[src/rtl/jtag_dma_controller_if.sv]
// rtl/jtag_dma_controller_if.sv - bus arbitration, command, data and status signals of the jtag DMA controller
interface jtag_dma_controller_if;
   logic        bus_request;
   logic        bus_grant;
   logic        bus_begin_transaction;
   logic [31:0] bus_address;
   logic [3:0]  bus_byte_enables;
   logic [7:0]  bus_burst_size;
   logic        bus_read_n_write;
   logic        bus_end_transaction_out;
   logic [31:0] bus_data_out;
   logic        bus_data_valid_out;
   logic [31:0] bus_data_in;
   logic        bus_data_valid_in;
   logic        bus_busy;
   logic        bus_end_transaction_in;
   logic        bus_error;

   modport master (
      output bus_request, bus_begin_transaction, bus_address, bus_byte_enables, bus_burst_size,
             bus_read_n_write, bus_end_transaction_out, bus_data_out, bus_data_valid_out,
      input  bus_grant, bus_data_in, bus_data_valid_in, bus_busy, bus_end_transaction_in, bus_error
   );

   modport slave (
      input  bus_request, bus_begin_transaction, bus_address, bus_byte_enables, bus_burst_size,
             bus_read_n_write, bus_end_transaction_out, bus_data_out, bus_data_valid_out,
      output bus_grant, bus_data_in, bus_data_valid_in, bus_busy, bus_end_transaction_in, bus_error
   );
endinterface

[src/rtl/jtag_dma_controller.sv]
// rtl/jtag_dma_controller.sv - burst DMA engine moving 32-bit words between a local buffer and the system bus
// Writes stream buffer words onto the bus; reads capture bus data into the buffer, split into bursts.
module jtag_dma_controller #(
   parameter int unsigned ADDR_STEP = 4
) (
   input  logic        system_clk,
   input  logic        reset,
   input  logic        launch_write,
   input  logic        launch_read,
   input  logic [31:0] start_address,
   input  logic [3:0]  byte_enable,
   input  logic [7:0]  burst_size,
   input  logic [7:0]  block_size,
   output logic        busy,
   output logic        done,
   output logic        error,
   output logic [7:0]  words_done,
   output logic [8:0]  buf_address,
   output logic        buf_write_enable,
   output logic [31:0] buf_data_out,
   input  logic [31:0] buf_data_in,
   jtag_dma_controller_if.master bus
);

   typedef enum logic [2:0] {
      S_IDLE, S_REQUEST, S_BEGIN, S_WRITE_DATA, S_READ_DATA, S_END_BURST, S_DONE
   } state_t;

   localparam logic [31:0] STEP = 32'(ADDR_STEP);

   state_t      state_q;
   logic        rnw_q;
   logic [31:0] addr_q;
   logic [3:0]  be_q;
   logic [7:0]  burst_q;
   logic [8:0]  remaining_q;
   logic [8:0]  beats_q;
   logic [8:0]  beat_cnt_q;
   logic [7:0]  words_q;
   logic        busy_q;
   logic        done_q;
   logic        error_q;
   logic [7:0]  buf_addr_q;
   logic        buf_we_q;
   logic [31:0] buf_wdata_q;
   logic        req_q;
   logic        begin_q;
   logic [31:0] cmd_addr_q;
   logic [3:0]  cmd_be_q;
   logic [7:0]  cmd_burst_q;
   logic        cmd_rnw_q;
   logic        end_out_q;
   logic [31:0] wdata_q;
   logic        wvalid_q;

   logic [8:0]  burst_beats_d;
   logic [8:0]  beats_d;
   logic [8:0]  remaining_d;
   logic        last_beat_d;
   logic        consume_d;
   logic        abort_d;
   logic [7:0]  fetch_addr_d;

   assign burst_beats_d = {1'b0, burst_q} + 9'd1;
   assign beats_d       = (burst_beats_d < remaining_q) ? burst_beats_d : remaining_q;
   assign remaining_d   = remaining_q - beats_q;
   assign last_beat_d   = (beat_cnt_q + 9'd1) == beats_q;
   assign abort_d       = bus.bus_error &&
                          (state_q == S_BEGIN || state_q == S_WRITE_DATA || state_q == S_READ_DATA);

   // Buffer reads take a cycle, so the address runs one word ahead of the word being loaded.
   assign consume_d    = !rnw_q && !bus.bus_error &&
                         ((state_q == S_BEGIN) ||
                          (state_q == S_WRITE_DATA && !bus.bus_busy && !last_beat_d));
   assign fetch_addr_d = buf_addr_q + {7'd0, consume_d};

   always_ff @(posedge system_clk or posedge reset) begin
      if (reset) begin
         state_q     <= S_IDLE;
         rnw_q       <= 1'b0;
         addr_q      <= '0;
         be_q        <= '0;
         burst_q     <= '0;
         remaining_q <= '0;
         beats_q     <= '0;
         beat_cnt_q  <= '0;
         words_q     <= '0;
         busy_q      <= 1'b0;
         done_q      <= 1'b0;
         error_q     <= 1'b0;
         buf_addr_q  <= '0;
         buf_we_q    <= 1'b0;
         buf_wdata_q <= '0;
         req_q       <= 1'b0;
         begin_q     <= 1'b0;
         cmd_addr_q  <= '0;
         cmd_be_q    <= '0;
         cmd_burst_q <= '0;
         cmd_rnw_q   <= 1'b0;
         end_out_q   <= 1'b0;
         wdata_q     <= '0;
         wvalid_q    <= 1'b0;
      end else begin
         begin_q     <= 1'b0;
         cmd_addr_q  <= '0;
         cmd_be_q    <= '0;
         cmd_burst_q <= '0;
         cmd_rnw_q   <= 1'b0;
         end_out_q   <= 1'b0;
         buf_we_q    <= 1'b0;
         done_q      <= 1'b0;
         if (consume_d) begin
            buf_addr_q <= buf_addr_q + 8'd1;
         end
         if (abort_d) begin
            state_q  <= S_DONE;
            done_q   <= 1'b1;
            error_q  <= 1'b1;
            req_q    <= 1'b0;
            wvalid_q <= 1'b0;
            wdata_q  <= '0;
         end else begin
            case (state_q)
               S_IDLE: begin
                  if (launch_write || launch_read) begin
                     rnw_q       <= !launch_write;
                     addr_q      <= start_address;
                     be_q        <= byte_enable;
                     burst_q     <= burst_size;
                     remaining_q <= {1'b0, block_size};
                     words_q     <= '0;
                     error_q     <= 1'b0;
                     busy_q      <= 1'b1;
                     buf_addr_q  <= '0;
                     if (block_size == 8'd0) begin
                        state_q <= S_DONE;
                        done_q  <= 1'b1;
                     end else begin
                        state_q <= S_REQUEST;
                        req_q   <= 1'b1;
                     end
                  end
               end
               S_REQUEST: begin
                  if (bus.bus_grant) begin
                     state_q     <= S_BEGIN;
                     beats_q     <= beats_d;
                     beat_cnt_q  <= '0;
                     begin_q     <= 1'b1;
                     cmd_addr_q  <= addr_q;
                     cmd_be_q    <= be_q;
                     cmd_burst_q <= 8'(beats_d - 9'd1);
                     cmd_rnw_q   <= rnw_q;
                  end
               end
               S_BEGIN: begin
                  if (rnw_q) begin
                     state_q <= S_READ_DATA;
                  end else begin
                     state_q  <= S_WRITE_DATA;
                     wvalid_q <= 1'b1;
                     wdata_q  <= buf_data_in;
                  end
               end
               S_WRITE_DATA: begin
                  if (!bus.bus_busy) begin
                     words_q    <= words_q + 8'd1;
                     beat_cnt_q <= beat_cnt_q + 9'd1;
                     if (last_beat_d) begin
                        wvalid_q  <= 1'b0;
                        wdata_q   <= '0;
                        end_out_q <= 1'b1;
                        req_q     <= 1'b0;
                        state_q   <= S_END_BURST;
                     end else begin
                        wdata_q <= buf_data_in;
                     end
                  end
               end
               S_READ_DATA: begin
                  if (bus.bus_data_valid_in) begin
                     buf_we_q    <= 1'b1;
                     buf_wdata_q <= bus.bus_data_in;
                     buf_addr_q  <= words_q;
                     words_q     <= words_q + 8'd1;
                  end
                  if (bus.bus_end_transaction_in) begin
                     req_q   <= 1'b0;
                     state_q <= S_END_BURST;
                  end
               end
               S_END_BURST: begin
                  addr_q      <= addr_q + ({23'd0, beats_q} * STEP);
                  remaining_q <= remaining_d;
                  buf_addr_q  <= words_q;
                  if (remaining_d != 9'd0) begin
                     state_q <= S_REQUEST;
                     req_q   <= 1'b1;
                  end else begin
                     state_q <= S_DONE;
                     done_q  <= 1'b1;
                  end
               end
               S_DONE: begin
                  state_q <= S_IDLE;
                  busy_q  <= 1'b0;
               end
               default: state_q <= S_IDLE;
            endcase
         end
      end
   end

   assign busy             = busy_q;
   assign done             = done_q;
   assign error            = error_q;
   assign words_done       = words_q;
   assign buf_address      = {1'b0, fetch_addr_d};
   assign buf_write_enable = buf_we_q;
   assign buf_data_out     = buf_wdata_q;

   assign bus.bus_request             = req_q;
   assign bus.bus_begin_transaction   = begin_q;
   assign bus.bus_address             = cmd_addr_q;
   assign bus.bus_byte_enables        = cmd_be_q;
   assign bus.bus_burst_size          = cmd_burst_q;
   assign bus.bus_read_n_write        = cmd_rnw_q;
   assign bus.bus_end_transaction_out = end_out_q;
   assign bus.bus_data_out            = wdata_q;
   assign bus.bus_data_valid_out      = wvalid_q;

endmodule

[src/flat_wrapper.sv]
// flat-port wrapper written by rule: the top's interface ports become plain ports
module jtag_dma_controller_flat 
#(
   parameter int unsigned ADDR_STEP = 4
)
  (system_clk, reset, launch_write, launch_read, start_address, byte_enable, burst_size, block_size, busy, done, error, words_done, buf_address, buf_write_enable, buf_data_out, buf_data_in, bus_bus_request, bus_bus_begin_transaction, bus_bus_address, bus_bus_byte_enables, bus_bus_burst_size, bus_bus_read_n_write, bus_bus_end_transaction_out, bus_bus_data_out, bus_bus_data_valid_out, bus_bus_grant, bus_bus_data_in, bus_bus_data_valid_in, bus_bus_busy, bus_bus_end_transaction_in, bus_bus_error);
  jtag_dma_controller_if bus_i ();
  input  logic system_clk;
  input  logic reset;
  input  logic launch_write;
  input  logic launch_read;
  input  logic [31:0] start_address;
  input  logic [3:0] byte_enable;
  input  logic [7:0] burst_size;
  input  logic [7:0] block_size;
  output logic busy;
  output logic done;
  output logic error;
  output logic [7:0] words_done;
  output logic [8:0] buf_address;
  output logic buf_write_enable;
  output logic [31:0] buf_data_out;
  input  logic [31:0] buf_data_in;
  output wire logic [$bits(bus_i.bus_request)-1:0] bus_bus_request;
  output wire logic [$bits(bus_i.bus_begin_transaction)-1:0] bus_bus_begin_transaction;
  output wire logic [$bits(bus_i.bus_address)-1:0] bus_bus_address;
  output wire logic [$bits(bus_i.bus_byte_enables)-1:0] bus_bus_byte_enables;
  output wire logic [$bits(bus_i.bus_burst_size)-1:0] bus_bus_burst_size;
  output wire logic [$bits(bus_i.bus_read_n_write)-1:0] bus_bus_read_n_write;
  output wire logic [$bits(bus_i.bus_end_transaction_out)-1:0] bus_bus_end_transaction_out;
  output wire logic [$bits(bus_i.bus_data_out)-1:0] bus_bus_data_out;
  output wire logic [$bits(bus_i.bus_data_valid_out)-1:0] bus_bus_data_valid_out;
  input wire logic [$bits(bus_i.bus_grant)-1:0] bus_bus_grant;
  input wire logic [$bits(bus_i.bus_data_in)-1:0] bus_bus_data_in;
  input wire logic [$bits(bus_i.bus_data_valid_in)-1:0] bus_bus_data_valid_in;
  input wire logic [$bits(bus_i.bus_busy)-1:0] bus_bus_busy;
  input wire logic [$bits(bus_i.bus_end_transaction_in)-1:0] bus_bus_end_transaction_in;
  input wire logic [$bits(bus_i.bus_error)-1:0] bus_bus_error;
  assign bus_bus_request = bus_i.bus_request;
  assign bus_bus_begin_transaction = bus_i.bus_begin_transaction;
  assign bus_bus_address = bus_i.bus_address;
  assign bus_bus_byte_enables = bus_i.bus_byte_enables;
  assign bus_bus_burst_size = bus_i.bus_burst_size;
  assign bus_bus_read_n_write = bus_i.bus_read_n_write;
  assign bus_bus_end_transaction_out = bus_i.bus_end_transaction_out;
  assign bus_bus_data_out = bus_i.bus_data_out;
  assign bus_bus_data_valid_out = bus_i.bus_data_valid_out;
  assign bus_i.bus_grant = bus_bus_grant;
  assign bus_i.bus_data_in = bus_bus_data_in;
  assign bus_i.bus_data_valid_in = bus_bus_data_valid_in;
  assign bus_i.bus_busy = bus_bus_busy;
  assign bus_i.bus_end_transaction_in = bus_bus_end_transaction_in;
  assign bus_i.bus_error = bus_bus_error;
  jtag_dma_controller #(.ADDR_STEP(ADDR_STEP)) u_core (.system_clk(system_clk), .reset(reset), .launch_write(launch_write), .launch_read(launch_read), .start_address(start_address), .byte_enable(byte_enable), .burst_size(burst_size), .block_size(block_size), .busy(busy), .done(done), .error(error), .words_done(words_done), .buf_address(buf_address), .buf_write_enable(buf_write_enable), .buf_data_out(buf_data_out), .buf_data_in(buf_data_in), .bus(bus_i));
endmodule
[config.mk]
export PLATFORM = sky130hd
export DESIGN_NAME = jtag_dma_controller_flat
export DESIGN_NICKNAME = d
export VERILOG_FILES = /design/src/rtl/jtag_dma_controller_if.sv /design/src/rtl/jtag_dma_controller.sv /design/src/flat_wrapper.sv
export SDC_FILE = /design/constraint.sdc
export NUM_CORES = 1
export LEC_CHECK = 0
export ABC_CLOCK_PERIOD_IN_PS = 22500
export BUFFER_PORTS_ARGS = -buffer_cell sky130_fd_sc_hd__buf_2
export CORE_ASPECT_RATIO = 1.5
export CORE_MARGIN = 3
export CORE_UTILIZATION = 57
export DETAILED_ROUTE_END_ITERATION = 6
export PLACE_DENSITY = 0.95
export SYNTH_ARGS = -nofsm -noshare
export SYNTH_HDL_FRONTEND = slang
export SYNTH_SLANG_ARGS = --single-unit
export TNS_END_PERCENT = 50
[constraint.sdc]
create_clock -name system_clk -period 22.5 [get_ports system_clk]
set_input_delay 4.5 -clock system_clk [delete_from_list [all_inputs] [get_ports system_clk]]
set_output_delay 4.5 -clock system_clk [all_outputs]
set_load 0.02 [all_outputs]
**Word-level counts from Yosys, hierarchy flattened**

Index checks and enable logic that the tools add are counted.

- Logic and storage cells: 165
- Flip-flop bits (word level): 208
- Output and inout port bits: 134
- Bits of input ports: 125

- Reductions and logical operators: 37
- Add/sub/neg operators: 8
- Equality and inequality tests: 19
- Muxes and demuxes: 75
- Bitwise gates (word level): 1
- Magnitude comparators: 1

Operators with widths:

| operator | number |
|---|---|
| $mux W32 | 8 |
| $pmux W32 S2 | 2 |
| $mux W8 | 10 |
| $pmux W8 S3 | 2 |
| $mux W9 | 4 |
| $pmux W9 S2 | 2 |
| $add A32 B11 Y32 | 1 |
| $mux W1 | 30 |
| $mux W3 | 9 |
| $pmux W3 S6 | 1 |
| $reduce_and A3 Y1 | 6 |
| $add A8 B1 Y8 const B | 2 |
| $mux W4 | 3 |
| $ne A3 B2 Y1 const B | 4 |
| $reduce_and A5 Y1 | 2 |
| $reduce_bool A2 Y1 | 5 |
| $add A8 B1 Y9 const B | 1 |
| $add A9 B1 Y9 const B | 1 |
| $eq A3 B3 Y1 const B | 3 |
| $eq A9 B9 Y1 | 1 |
| $lt A9 B9 Y1 | 1 |
| $ne A3 B1 Y1 const B | 3 |
| $reduce_bool A9 Y1 | 1 |
| $sub A9 B9 Y9 | 1 |
| other kinds (20) | 38 |

**Longest topological paths before layout**

Gate-level depths: netlist (run 1).

- Depth after elaboration: 10
- Mapped depth: 16

**Least setup slack after synthesis (run 1)**

Ideal clock, no wire load.

- Kind: input-to-output
- Start point: input bus_bus_error
- End point: output buf_address[6]
- Required time: 18.000 ns
- Path buffers: 0
- Data arrival time: 6.216 ns
- Path slack: 11.784 ns
- Cell stages on the path: 9
- Cell sequence: or2_2 -> nor2_1 -> nand2_1 -> a31oi_4 -> ha_1 -> ha_1 -> nand3_1 -> nor2_1 -> xor2_1

- Longest elaborated chain between the ends: 4

Ends and longest elaborated chain:

| item | RTL line | RTL |
|---|---|---|
| start: declaration | flat_wrapper.sv:38 | `input wire logic [$bits(bus_i.bus_error)-1:0] bus_bus_error;` |
| $logic_not A1 Y1 | jtag_dma_controller.sv:72 | `assign consume_d = !rnw_q && !bus.bus_error &&` |
| $logic_and A1 B1 Y1 (2 in series) | jtag_dma_controller.sv:72 |  |
| $add A8 B1 Y8 | jtag_dma_controller.sv:75 | `assign fetch_addr_d = buf_addr_q + {7'd0, consume_d};` |
| end: declaration | flat_wrapper.sv:20 | `output logic [8:0] buf_address;` |

No other way between the ends.

**Worst setup path after layout (run 1)**

Ends and elaborated chain as after synthesis.

==> results of run 1 <==
==> state kept, by name, summed over array words and instances (netlist names), 3 cells and up <==
register	count
u_core.beats_q	9
u_core.beat_cnt_q	9
u_core.bus.bus_byte_enables	4
u_core.burst_q	8
u_core.buf_data_out	32
u_core.bus.bus_burst_size	8
u_core.remaining_q	9
u_core.addr_q	32
u_core.buf_addr_q	8
u_core.bus.bus_data_out	32
u_core.state_q	3
u_core.bus.bus_address	32
u_core.words_done	8
u_core.be_q	4
==> kinds of logic after synthesis <==
| logic type | synth area share [%] |
|---|---|
| and+or+nand+nor | 22.1 |
| AOI/OAI and AO/OA | 14.6 |
| DFF | 50.5 |
| buffers and inverters | 3.39 |
| xor gates and xnor gates | 4.55 |
| adders and majority gates | 4.27 |
| muxes | 0.583 |
| other | 0.0364 |
==> cell usage in the layout, fill, tap and decap left out, types with 11 or more instances in the layout <==
master and n:
a21oi_1 38, a22o_1 34, and3_1 46, buf_2 257, clkbuf_16 21, dfrtp_1 208, ha_1 32, inv_1 32
nand2_1 233, nand3_1 28, nand4_1 23, nor2_1 64, nor3_1 20, o211ai_1 11, o21ai_0 68, o311ai_0 11
xnor2_1 26, xor2_1 25
==> metrics by stage <==
step | utilization, % | hold slack [ns] | setup WS [ns] | total power (W) | std cells
after CTS | 71.0 | 0.473 | 11.41 | 0.00178 | 1559
after detailed placement | 66.8 | 0.457 | 11.44 | 0.00140 | 1521
after global placement | 66.8 | 0.449 | 11.49 | 0.00137 | 1521
final | 71.0 | 0.469 | 11.42 | 0.00179 | 1560
after global routing | 71.0 | 0.487 | 11.09 | 0.00191 | 1560
after floorplan | - | 0.437 | 11.78 | 0.00117 | 1097
==> worst register-to-register path, cell delays in order, from the launching register on <==
cell      delay (ns)
dfrtp_1         0.47
ha_1            0.28
nand4_1         0.14
xnor2_1         0.34
ha_1            0.31
o21ai_0         0.15
nand2b_1        0.07
a21oi_1         0.14
a31o_2          0.44
nor2_1          0.09
a21oi_1         0.26
ha_1            0.26
o21ai_0         0.12
xnor2_1         0.16
nor2_1          0.06
==> per-layer routing <==
layer  vias up  track usage [%]  routed length, um
met5         -                0                  0
met4         0             12.9               1180
met3        86             5.87               2190
met2       435             49.7              14600
met1      4385             33.4              10700
li1       4305                -                  -
==> how the worst max path moves through the flow <==
stage                       start  slack (ns)        endpoint  cells past startpoint
detailed placement  bus_bus_error       11.44  buf_address[6]                     11
floorplan           bus_bus_error       11.78  buf_address[6]                      9
CTS                 bus_bus_error       11.41  buf_address[6]                     11
global placement    bus_bus_error       11.49  buf_address[6]                     11
finish              bus_bus_error       11.42  buf_address[6]                     11
global route        bus_bus_error       11.09  buf_address[5]                     10
==> power by group through the flow <==
stage	logic, W	clock network [W]	registers (W)
floorplan	0.000510	0	0.000656
global placement	0.000754	0	0.000611
detailed placement	0.000784	0	0.000619
CTS	0.000791	0.000380	0.000613
global route	0.000883	0.000395	0.000631
finish	0.000796	0.000374	0.000617
==> final cells by class <==
class	instances	share of cell area, %
antenna	1	0.0201
clock buffer	25	4.49
clock inverter	13	1.43
inverter	33	1.05
multi-input combinational	800	38.2
sequential	208	41.7
tap	213	2.14
timing repair buffer	267	10.9
==> results.py, run 1 <==
metrics = {
    "clock_tree": {
        "cts_resized": 0,
        "ctsHoldBuffers": 0,
        "cts_tree": "done",
        "cts_sinks": 208,
        "htreeDepth": 1,
        "clkTransAtPathRegs_ns": 0.06,
        "postCtsSetupBuffers": 0,
        "cts_made_buffers": 21,
        "root_buffer": "clkbuf_16",
        "cts_buffer_depth": 3,
        "clk_latency_ns": 0.50,
    },
    "global_route": {
        "track_usage_pct": 28.5,
        "grt_pass1_vias": 9176,
        "grt-ovfl-total": 0,
        "antenna_found_initial": 1,
        "grt_max_degree": 132,
        "grt_pass1_wl_um": 45500,
    },
    "sta": {
        "setup_tns_ns": 0,
        "hold_viol_final": 0,
        "fin_crit_sh_pct": 49.2,
        "drv_slew": 0,
        "setup_viol": 0,
        "worstMarginPinSlew_ns": 0.992,
        "max_freq_mhz": 90.3,
        "period_needed_ns": 11.08,
        "rsz0062_at_grt": "false",
        "fin_worst_skew_ns": 0.0135,
        "slew-limit-headroom_pct": 33.6,
    },
    "detailed_routing": {
        "drcViolationCount": 0,
        "routed_via_density": 5.90,
        "ant_nets": 0,
        "drtIter0Drc": 813,
        "routed_wl_um": 28700,
        "vias": 9211,
        "wl_per_cell_um": 18.4,
        "dr.pass1.iters": 5,
    },
    "yosys": {
        "yosysMostFrequentCell": "nand2_1",
        "ys_types": 68,
        "synth_edf_count": 0,
        "syn_avg_cell_area_um2": 9.39,
        "ys_top_cells_by_count": "nand2_1 (233), dfrtp_1 (208), o21ai_0 (68), nor2_1 (66), and3_1 (46)",
        "syn_nets": 1256,
        "yosysTopAreaCellShare_pct": 50.5,
        "synth_cells": 1097,
        "syn_area_mm2": 0.0103,
        "seq_area_frac_synth_pct": 50.5,
        "synthTopCellsByArea": "dfrtp_1 (51%), nand2_1 (8.5%), ha_1 (3.9%)",
        "synth_ff_type": "dfrtp_1",
        "ys_ff_latch": 208,
        "ys_async_sr_fraction_pct": 100,
        "yosysTopAreaCell": "dfrtp_1",
        "yosysWarningCount": 0,
    },
    "floorplan": {
        "num_rows": 59,
        "start_util_pct": 58.7,
        "dieArea_mm2": 0.0198,
        "ios": 259,
        "die_h_um": 171,
        "dieWidth_um": 116,
        "core_area_mm2": 0.0176,
    },
    "placed_design": {
        "port_buffers": 257,
        "hpwl_um": 20200,
        "place_area_mm2": 0.0117,
        "place_congestion": 0.902,
    },
    "critical_path": {
        "reg2reg_to": "u_core.bus.bus_burst_size[4]",
        "ff2ff_setup_slack_ns": 19.02,
        "worst_setup_path_start_kind": "input pin",
        "cp_num_buf_inv": 2,
        "max_stage_delay_ns": 0.33,
        "r2r_start": "u_core.burst_q[0]",
        "worstPathMaxFanout": 11,
        "crit_required_ns": 18.00,
        "setup.worst_path.class": "in -> out",
        "slowest_stage": "or2_2",
        "reg2regPathDepth": 14,
        "crit_family": "simple AND/OR/NAND/NOR gates",
        "cp_data_arrival_time_ns": 6.58,
        "end_kind": "primary output",
        "path_cells": "buf_2 > or2_2 > nor2_1 > nand2_1 > a31oi_4 > ha_1 > ha_1 > nand3_1 > nor2_1 > xor2_1 > buf_2",
    },
    "run_status": {
        "status": "completed",
    },
    "power_and_ir_drop": {
        "net-switching-power_w": 0.000762,
        "combPwrFrac_pct": 44.5,
        "power_frac_seq_pct": 34.5,
        "swShare_pct": 42.7,
        "powerDensity_mw_per_mm2": 143,
        "p_clk_share_pct": 20.9,
        "p_int_w": 0.00102,
        "vdd_ir_drop_max_mv": 0.100,
        "p_leak_nw": 6.50,
    },
    "min_path": {
        "hp-class": "reg -> reg",
        "min_to": "u_core.buf_data_out[17]",
        "holdCritStartpoint": "u_core.buf_data_out[17]",
        "holdPathStages": 2,
    },
    "finish": {
        "nNetsFinal": 1490,
        "seqCellArea_mm2": 0.00520,
        "stdcell_area_mm2": 0.0125,
        "multi_input_area_mm2": 0.00477,
        "area_delta_synth_final_pct": 21.1,
        "drive_above_1_share_pct": 24.5,
        "fillers": 1261,
    },
    "flow_run": {
        "cap_violations": 0,
    },
}
Note: power is estimated with default switching activity, not from simulation.
==> inputs of run 2 (changes only) <==
- ABC_AREA: default -> 1
- ABC_CLOCK_PERIOD_IN_PS: 22500 -> 9200
- CORE_UTILIZATION: 57 -> 49
- PLACE_DENSITY: 0.95 -> 0.87
- clock period: 22.5 -> 9.2 ns (I/O delays scaled with it)
==> run 2 against run 1 <==
Global-route usage fell by 3.7 points; first-iteration DRC count down 29%; sequential power increased by 140%; critical path depth shrank 3; synthesized cell count is 26% higher; register-to-register slack worse by 13 ns; hold slack worse by 0.0042 ns; largest cell class unchanged; largest power group unchanged.
==> results.py, run 2 <==
metrics = {
    "critical_path": {
        "reg2regPathDepth": 17,
        "worstPathMaxFanout": 5,
        "end_kind": "primary output",
        "max_stage_delay_ns": 0.34,
        "cp_data_arrival_time_ns": 3.47,
        "path_cells": "buf_2 > nor2_1 > a21boi_2 > ha_1 > ha_1 > nand2_1 > xor2_1 > buf_2",
        "crit_required_ns": 7.36,
        "worst_setup_path_start_kind": "input pin",
        "slowest_stage": "nor2_1",
        "setup.worst_path.class": "in -> out",
    },
    "sta": {
        "fin_crit_sh_pct": 57.7,
        "fin_worst_skew_ns": 0.0171,
        "drv_slew": 0,
        "setup_tns_ns": 0,
        "max_freq_mhz": 188,
        "whs_ns": 0.465,
        "worstMarginPinSlew_ns": 1.12,
        "period_needed_ns": 5.31,
        "setup_viol": 0,
        "rsz0062_at_grt": "false",
        "hold_viol_final": 0,
        "slew-limit-headroom_pct": 25.0,
    },
    "detailed_routing": {
        "routed_wl_um": 30800,
        "drtIter0Drc": 577,
        "drcViolationCount": 0,
        "routed_via_density": 5.36,
        "dr.pass1.iters": 5,
        "vias": 10300,
        "ant_nets": 0,
        "wl_per_cell_um": 16.1,
    },
    "yosys": {
        "syn_area_mm2": 0.0110,
        "synth_ff_type": "dfrtp_1",
        "yosysTopAreaCellShare_pct": 47.2,
        "synth_cells": 1386,
        "seq_area_frac_synth_pct": 47.2,
        "yosysTopAreaCell": "dfrtp_1",
        "yosysWarningCount": 0,
        "ys_ff_latch": 208,
        "syn_avg_cell_area_um2": 7.96,
        "ys_types": 52,
        "ys_async_sr_fraction_pct": 100,
        "syn_nets": 1545,
        "yosysMostFrequentCell": "nand2_1",
        "ys_top_cells_by_count": "nand2_1 (364), dfrtp_1 (208), inv_1 (186), nor2_1 (117), nand3_1 (102)",
        "synthTopCellsByArea": "dfrtp_1 (47%), nand2_1 (12%), inv_1 (6.3%)",
        "synth_edf_count": 0,
    },
    "power_and_ir_drop": {
        "power_w": 0.00455,
        "vdd_ir_drop_max_mv": 0.192,
        "swShare_pct": 46.8,
        "p_int_w": 0.00242,
        "p_clk_share_pct": 18.2,
        "net-switching-power_w": 0.00213,
        "powerDensity_mw_per_mm2": 345,
        "p_leak_nw": 7.11,
        "power_frac_seq_pct": 32.1,
        "combPwrFrac_pct": 49.7,
    },
    "clock_tree": {
        "htreeDepth": 1,
        "clk_latency_ns": 0.50,
        "cts_made_buffers": 21,
        "root_buffer": "clkbuf_16",
        "postCtsSetupBuffers": 0,
        "clkTransAtPathRegs_ns": 0.06,
        "cts_tree": "done",
        "cts_buffer_depth": 3,
        "cts_sinks": 208,
        "cts_resized": 0,
        "ctsHoldBuffers": 0,
    },
    "finish": {
        "nNetsFinal": 1791,
        "area_delta_synth_final_pct": 19.6,
        "final_cell_mix": "nand2_1 (364), buf_2 (257), dfrtp_1 (208), inv_1 (185), nor2_1 (114)",
        "final_common_cell": "nand2_1",
        "drive_above_1_share_pct": 22.1,
        "multi_input_area_mm2": 0.00489,
        "fillers": 1908,
        "seqCellArea_mm2": 0.00520,
    },
    "min_path": {
        "holdPathStages": 2,
        "hp-class": "reg -> reg",
    },
    "placed_design": {
        "port_buffers": 257,
        "place_congestion": 0.973,
        "hpwl_um": 23100,
    },
    "global_route": {
        "grt_pass1_vias": 10100,
        "antenna_found_initial": 0,
        "grt-ovfl-total": 0,
        "grt_max_degree": 134,
        "grt_pass1_wl_um": 49200,
        "track_usage_pct": 24.7,
    },
    "floorplan": {
        "core_area_mm2": 0.0219,
        "ios": 259,
        "dieArea_mm2": 0.0244,
        "dieWidth_um": 129,
        "num_rows": 66,
        "die_h_um": 190,
        "start_util_pct": 50.4,
    },
    "run_status": {
        "status": "completed",
    },
    "flow_run": {
        "cap_violations": 0,
    },
}
## run 2: critical path, delay by kind of cell
family          cells  cell delay [ns]
buf+inv             2             0.31
xor+xnor            1             0.15
compound gates      1             0.30
simple gates        2             0.42
fa+ha+maj           2             0.45
## run 2: layer usage
metal,share of wire [%],global-route usage [%],vias to the layer above
met1,37,28.2,4809
met3,6.3,3.06,95
met4,5.5,12.5,0
li1,-,-,4938
met2,51,44.9,425
met5,0,0,-
## run 2: final timing paths
check	from	endpoint	slack, ns
setup / recovery	bus_bus_error	buf_address[6]	3.89
hold / removal	u_core.buf_data_out[10]	u_core.buf_data_out[10]	0.47
setup reg to reg	u_core.burst_q[1]	u_core.bus.bus_burst_size[6]	5.69
hold reg to reg	u_core.buf_data_out[10]	u_core.buf_data_out[10]	0.47
max in group asynchronous	reset	u_core.buf_data_out[10]	6.15
min in group asynchronous	reset	u_core.words_done[4]	1.54
## run 2: power by group through the flow
stage,sequential (W),combinational [W],clock (W)
4_1_cts,0.00145,0.00226,0.000845
3_3_place_gp,0.00145,0.00216,0
3_5_place_dp,0.00146,0.00224,0
2_1_floorplan,0.00159,0.00149,0
6_report,0.00146,0.00226,0.000829
5_1_grt,0.00149,0.00253,0.000885
## run 2: kinds of logic after synthesis
logic type	count (synthesis)	synth area share, %
simple gates	673	26.9
buf+inv	241	8.62
flops	208	47.2
compound gates	195	10.5
xor+xnor	34	2.70
fa+ha+maj	34	3.99
other cells	1	0.0340
## run 2: cell type report
type / instances / area share, %
antenna: 1 / 0.0190
clock buffer: 26 / 4.28
clock inverter: 9 / 0.683
inverter: 201 / 5.78
multi-input combinational: 937 / 37.1
sequential: 208 / 39.5
tap: 272 / 2.58
timing repair buffer: 263 / 10.1
## run 2: through the flow
step / setup slack, ns / utilization [%] / cell area, um2 / cells
final: 3.89 / 60.3 / 13200 / 1917
after global routing: 3.77 / 60.3 / 13200 / 1916
after CTS: 3.89 / 60.3 / 13200 / 1916
after detailed placement: 3.90 / 57.3 / 12500 / 1881
after global placement: 3.98 / 57.3 / 12500 / 1881
after floorplan: 1.68 / - / 11000 / 1386
==> inputs of run 3 (changes only) <==
- ABC_CLOCK_PERIOD_IN_PS: 9200 -> 5000
- CORE_UTILIZATION: 49 -> 55
- PLACE_DENSITY: 0.87 -> 0.91
- clock period: 9.2 -> 5 ns (I/O delays scaled with it)
==> run 3 against run 2 <==
Via count increased by 0.94%; flip-flop and latch count did not move; power up 84%; clock power up 80%; critical endpoint unchanged; final area is essentially flat; utilization grew 7.7 points; register-to-register slack got worse by 4.0 ns; highest routed layer unchanged.
==> results.py, run 3 (synthesis gave the netlist of run 2 again) <==
metrics = {
    "clock_tree": {
        "clkTransAtPathRegs_ns": 0.07,
        "htreeDepth": 1,
        "cts_made_buffers": 20,
        "postCtsSetupBuffers": 0,
        "cts_buffer_depth": 3,
        "clk_latency_ns": 0.50,
        "cts_sinks": 208,
        "cts_tree": "done",
        "root_buffer": "clkbuf_16",
        "ctsHoldBuffers": 0,
        "cts_resized": 0,
    },
    "global_route": {
        "grt_max_degree": 112,
        "antenna_found_initial": 3,
        "busiest_layer": "met2",
        "use_met2_pct": 47.3,
        "track_usage_pct": 27.1,
        "met1_usage_pct": 32.5,
        "grt_pass1_vias": 10100,
        "grt_pass1_wl_um": 48500,
        "grt-ovfl-total": 0,
        "use_met3_pct": 3.68,
    },
    "floorplan": {
        "die_h_um": 179,
        "start_util_pct": 56.9,
        "core_area_mm2": 0.0194,
        "dieArea_mm2": 0.0218,
        "dieWidth_um": 122,
        "ios": 259,
        "num_rows": 62,
    },
    "finish": {
        "nNetsFinal": 1792,
        "final_cell_mix": "nand2_1 (364), buf_2 (257), dfrtp_1 (208), inv_1 (185), nor2_1 (114)",
        "final_common_cell": "nand2_1",
        "area_delta_synth_final_pct": 19.6,
        "fin_util_pct": 68.0,
        "drive_above_1_share_pct": 22.1,
    },
    "placed_design": {
        "port_buffers": 257,
        "place_ws_ns": 1.42,
        "hpwl_um": 22300,
        "place_congestion": 0.941,
    },
    "critical_path": {
        "cp_num_buf_inv": 2,
        "crit_required_ns": 4.00,
        "slowest_stage": "dfrtp_1",
        "max_stage_delay_ns": 0.40,
        "path_cells": "ha_1 > nand2_2 > nor2_4 > nand2_1 > nand2_2 > inv_2 > nand2_1 > nand3_2 > nor2_4 > nand3_4 > nand2_4 > a21boi_2 > ha_1 > ha_1 > nand2_1 > xor2_1 > buf_2",
        "cp_data_arrival_time_ns": 3.05,
        "crit_family": "simple AND/OR/NAND/NOR gates",
        "setup.worst_path.class": "reg -> out",
        "r2r_start": "u_core.burst_q[1]",
        "worstPathMaxFanout": 4,
        "ff2ff_setup_slack_ns": 1.65,
        "worst_setup_path_start_kind": "flip-flop",
        "crit_start": "u_core.beat_cnt_q[1]",
        "end_kind": "primary output",
    },
    "detailed_routing": {
        "ant_nets": 0,
        "drtIter0Drc": 739,
        "dr.pass1.iters": 7,
        "routed_wl_um": 30200,
        "vias": 10400,
        "routed_via_density": 5.44,
        "wl_per_cell_um": 15.8,
        "drcViolationCount": 0,
    },
    "sta": {
        "drv_slew": 0,
        "slew-limit-headroom_pct": 25.8,
        "rsz0062_at_grt": "false",
        "setup_tns_ns": 0,
        "fin_ws_ns": 0.950,
        "worstMarginPinSlew_ns": 1.11,
        "fin_worst_skew_ns": 0.0131,
        "max_freq_mhz": 247,
        "period_needed_ns": 4.05,
        "fin_crit_sh_pct": 81.0,
        "setup_viol": 0,
        "hold_viol_final": 0,
    },
    "min_path": {
        "holdCritStartpoint": "u_core.buf_data_out[29]",
        "hp-class": "reg -> reg",
    },
    "power_and_ir_drop": {
        "power_w": 0.00836,
        "p_leak_nw": 7.11,
        "vdd_ir_drop_max_mv": 0.545,
        "powerDensity_mw_per_mm2": 634,
    },
    "run_status": {
        "status": "completed",
    },
    "flow_run": {
        "cap_violations": 0,
    },
}
-- run 3: cell types whose count changed in the layout (fill, tap and decap cells not counted), moves of 2 or more --
cell | before | now
inv_6 | 2 | 0
clkbuf_8 | 2 | 5
diode_2 | 1 | 3
clkinv_4 | 2 | 0
clkbuf_1 | 3 | 5
-- run 3: power by group --
group | internal, W | switching, W
Clock | 0.000848 | 0.000638
Combinational | 0.00134 | 0.00286
Sequential | 0.00225 | 0.000426
Total | 0.00444 | 0.00392
-- run 3: layer usage --
metal | share of wire [%] | vias to the layer above | wire length [um]
met5 | 0 | - | 0
met4 | 4.9 | 0 | 1490
met3 | 6.0 | 101 | 1810
met2 | 51 | 443 | 15200
met1 | 39 | 4865 | 11600
li1 | - | 4955 | -
-- run 3: worst paths after layout --
path                                                 to  cells after the start
setup / recovery                         buf_address[6]                     17
hold / removal                  u_core.buf_data_out[29]                      2
setup reg to reg           u_core.bus.bus_burst_size[7]                     16
hold reg to reg                 u_core.buf_data_out[29]                      2
max in group asynchronous                u_core.be_q[0]                      3
min in group asynchronous       u_core.buf_data_out[14]                      2
-- run 3: layout make-up --
| cell class | instances | area (um2) |
|---|---|---|
| flip-flops and latches | 208 | 5200 |
| repair buffers | 265 | 1360 |
| inverters | 201 | 758 |
| multi-input cells | 937 | 4890 |
| clock inverters | 4 | 33.8 |
| fillers | 1533 | 6200 |
| well taps | 256 | 320 |
| clock buffers | 31 | 613 |
| diodes | 3 | 7.51 |
-- run 3: worst reg2reg max path, cell delays in order, from the launching register on --
cell and delay, ns:
dfrtp_1 0.38, ha_1 0.20, nand3_1 0.11, inv_1 0.07
nand3_1 0.10, nor3b_1 0.28, ha_1 0.30, nand2_1 0.11
nor2_1 0.07, o211ai_2 0.08, o2111ai_2 0.36, o21ai_0 0.47
nand2_1 0.16, nor2_1 0.24, nand3_1 0.11, nand2_1 0.09
nand2_1 0.09
-- run 3: per-stage QoR --
step	cell area (um2)	std cells	hold WS (ns)
finish	13200	1905	0.466
detailed placement	12500	1867	0.456
global route	13200	1905	0.491
CTS	13200	1902	0.471
global placement	12500	1867	0.449
floorplan	11000	1386	0.442
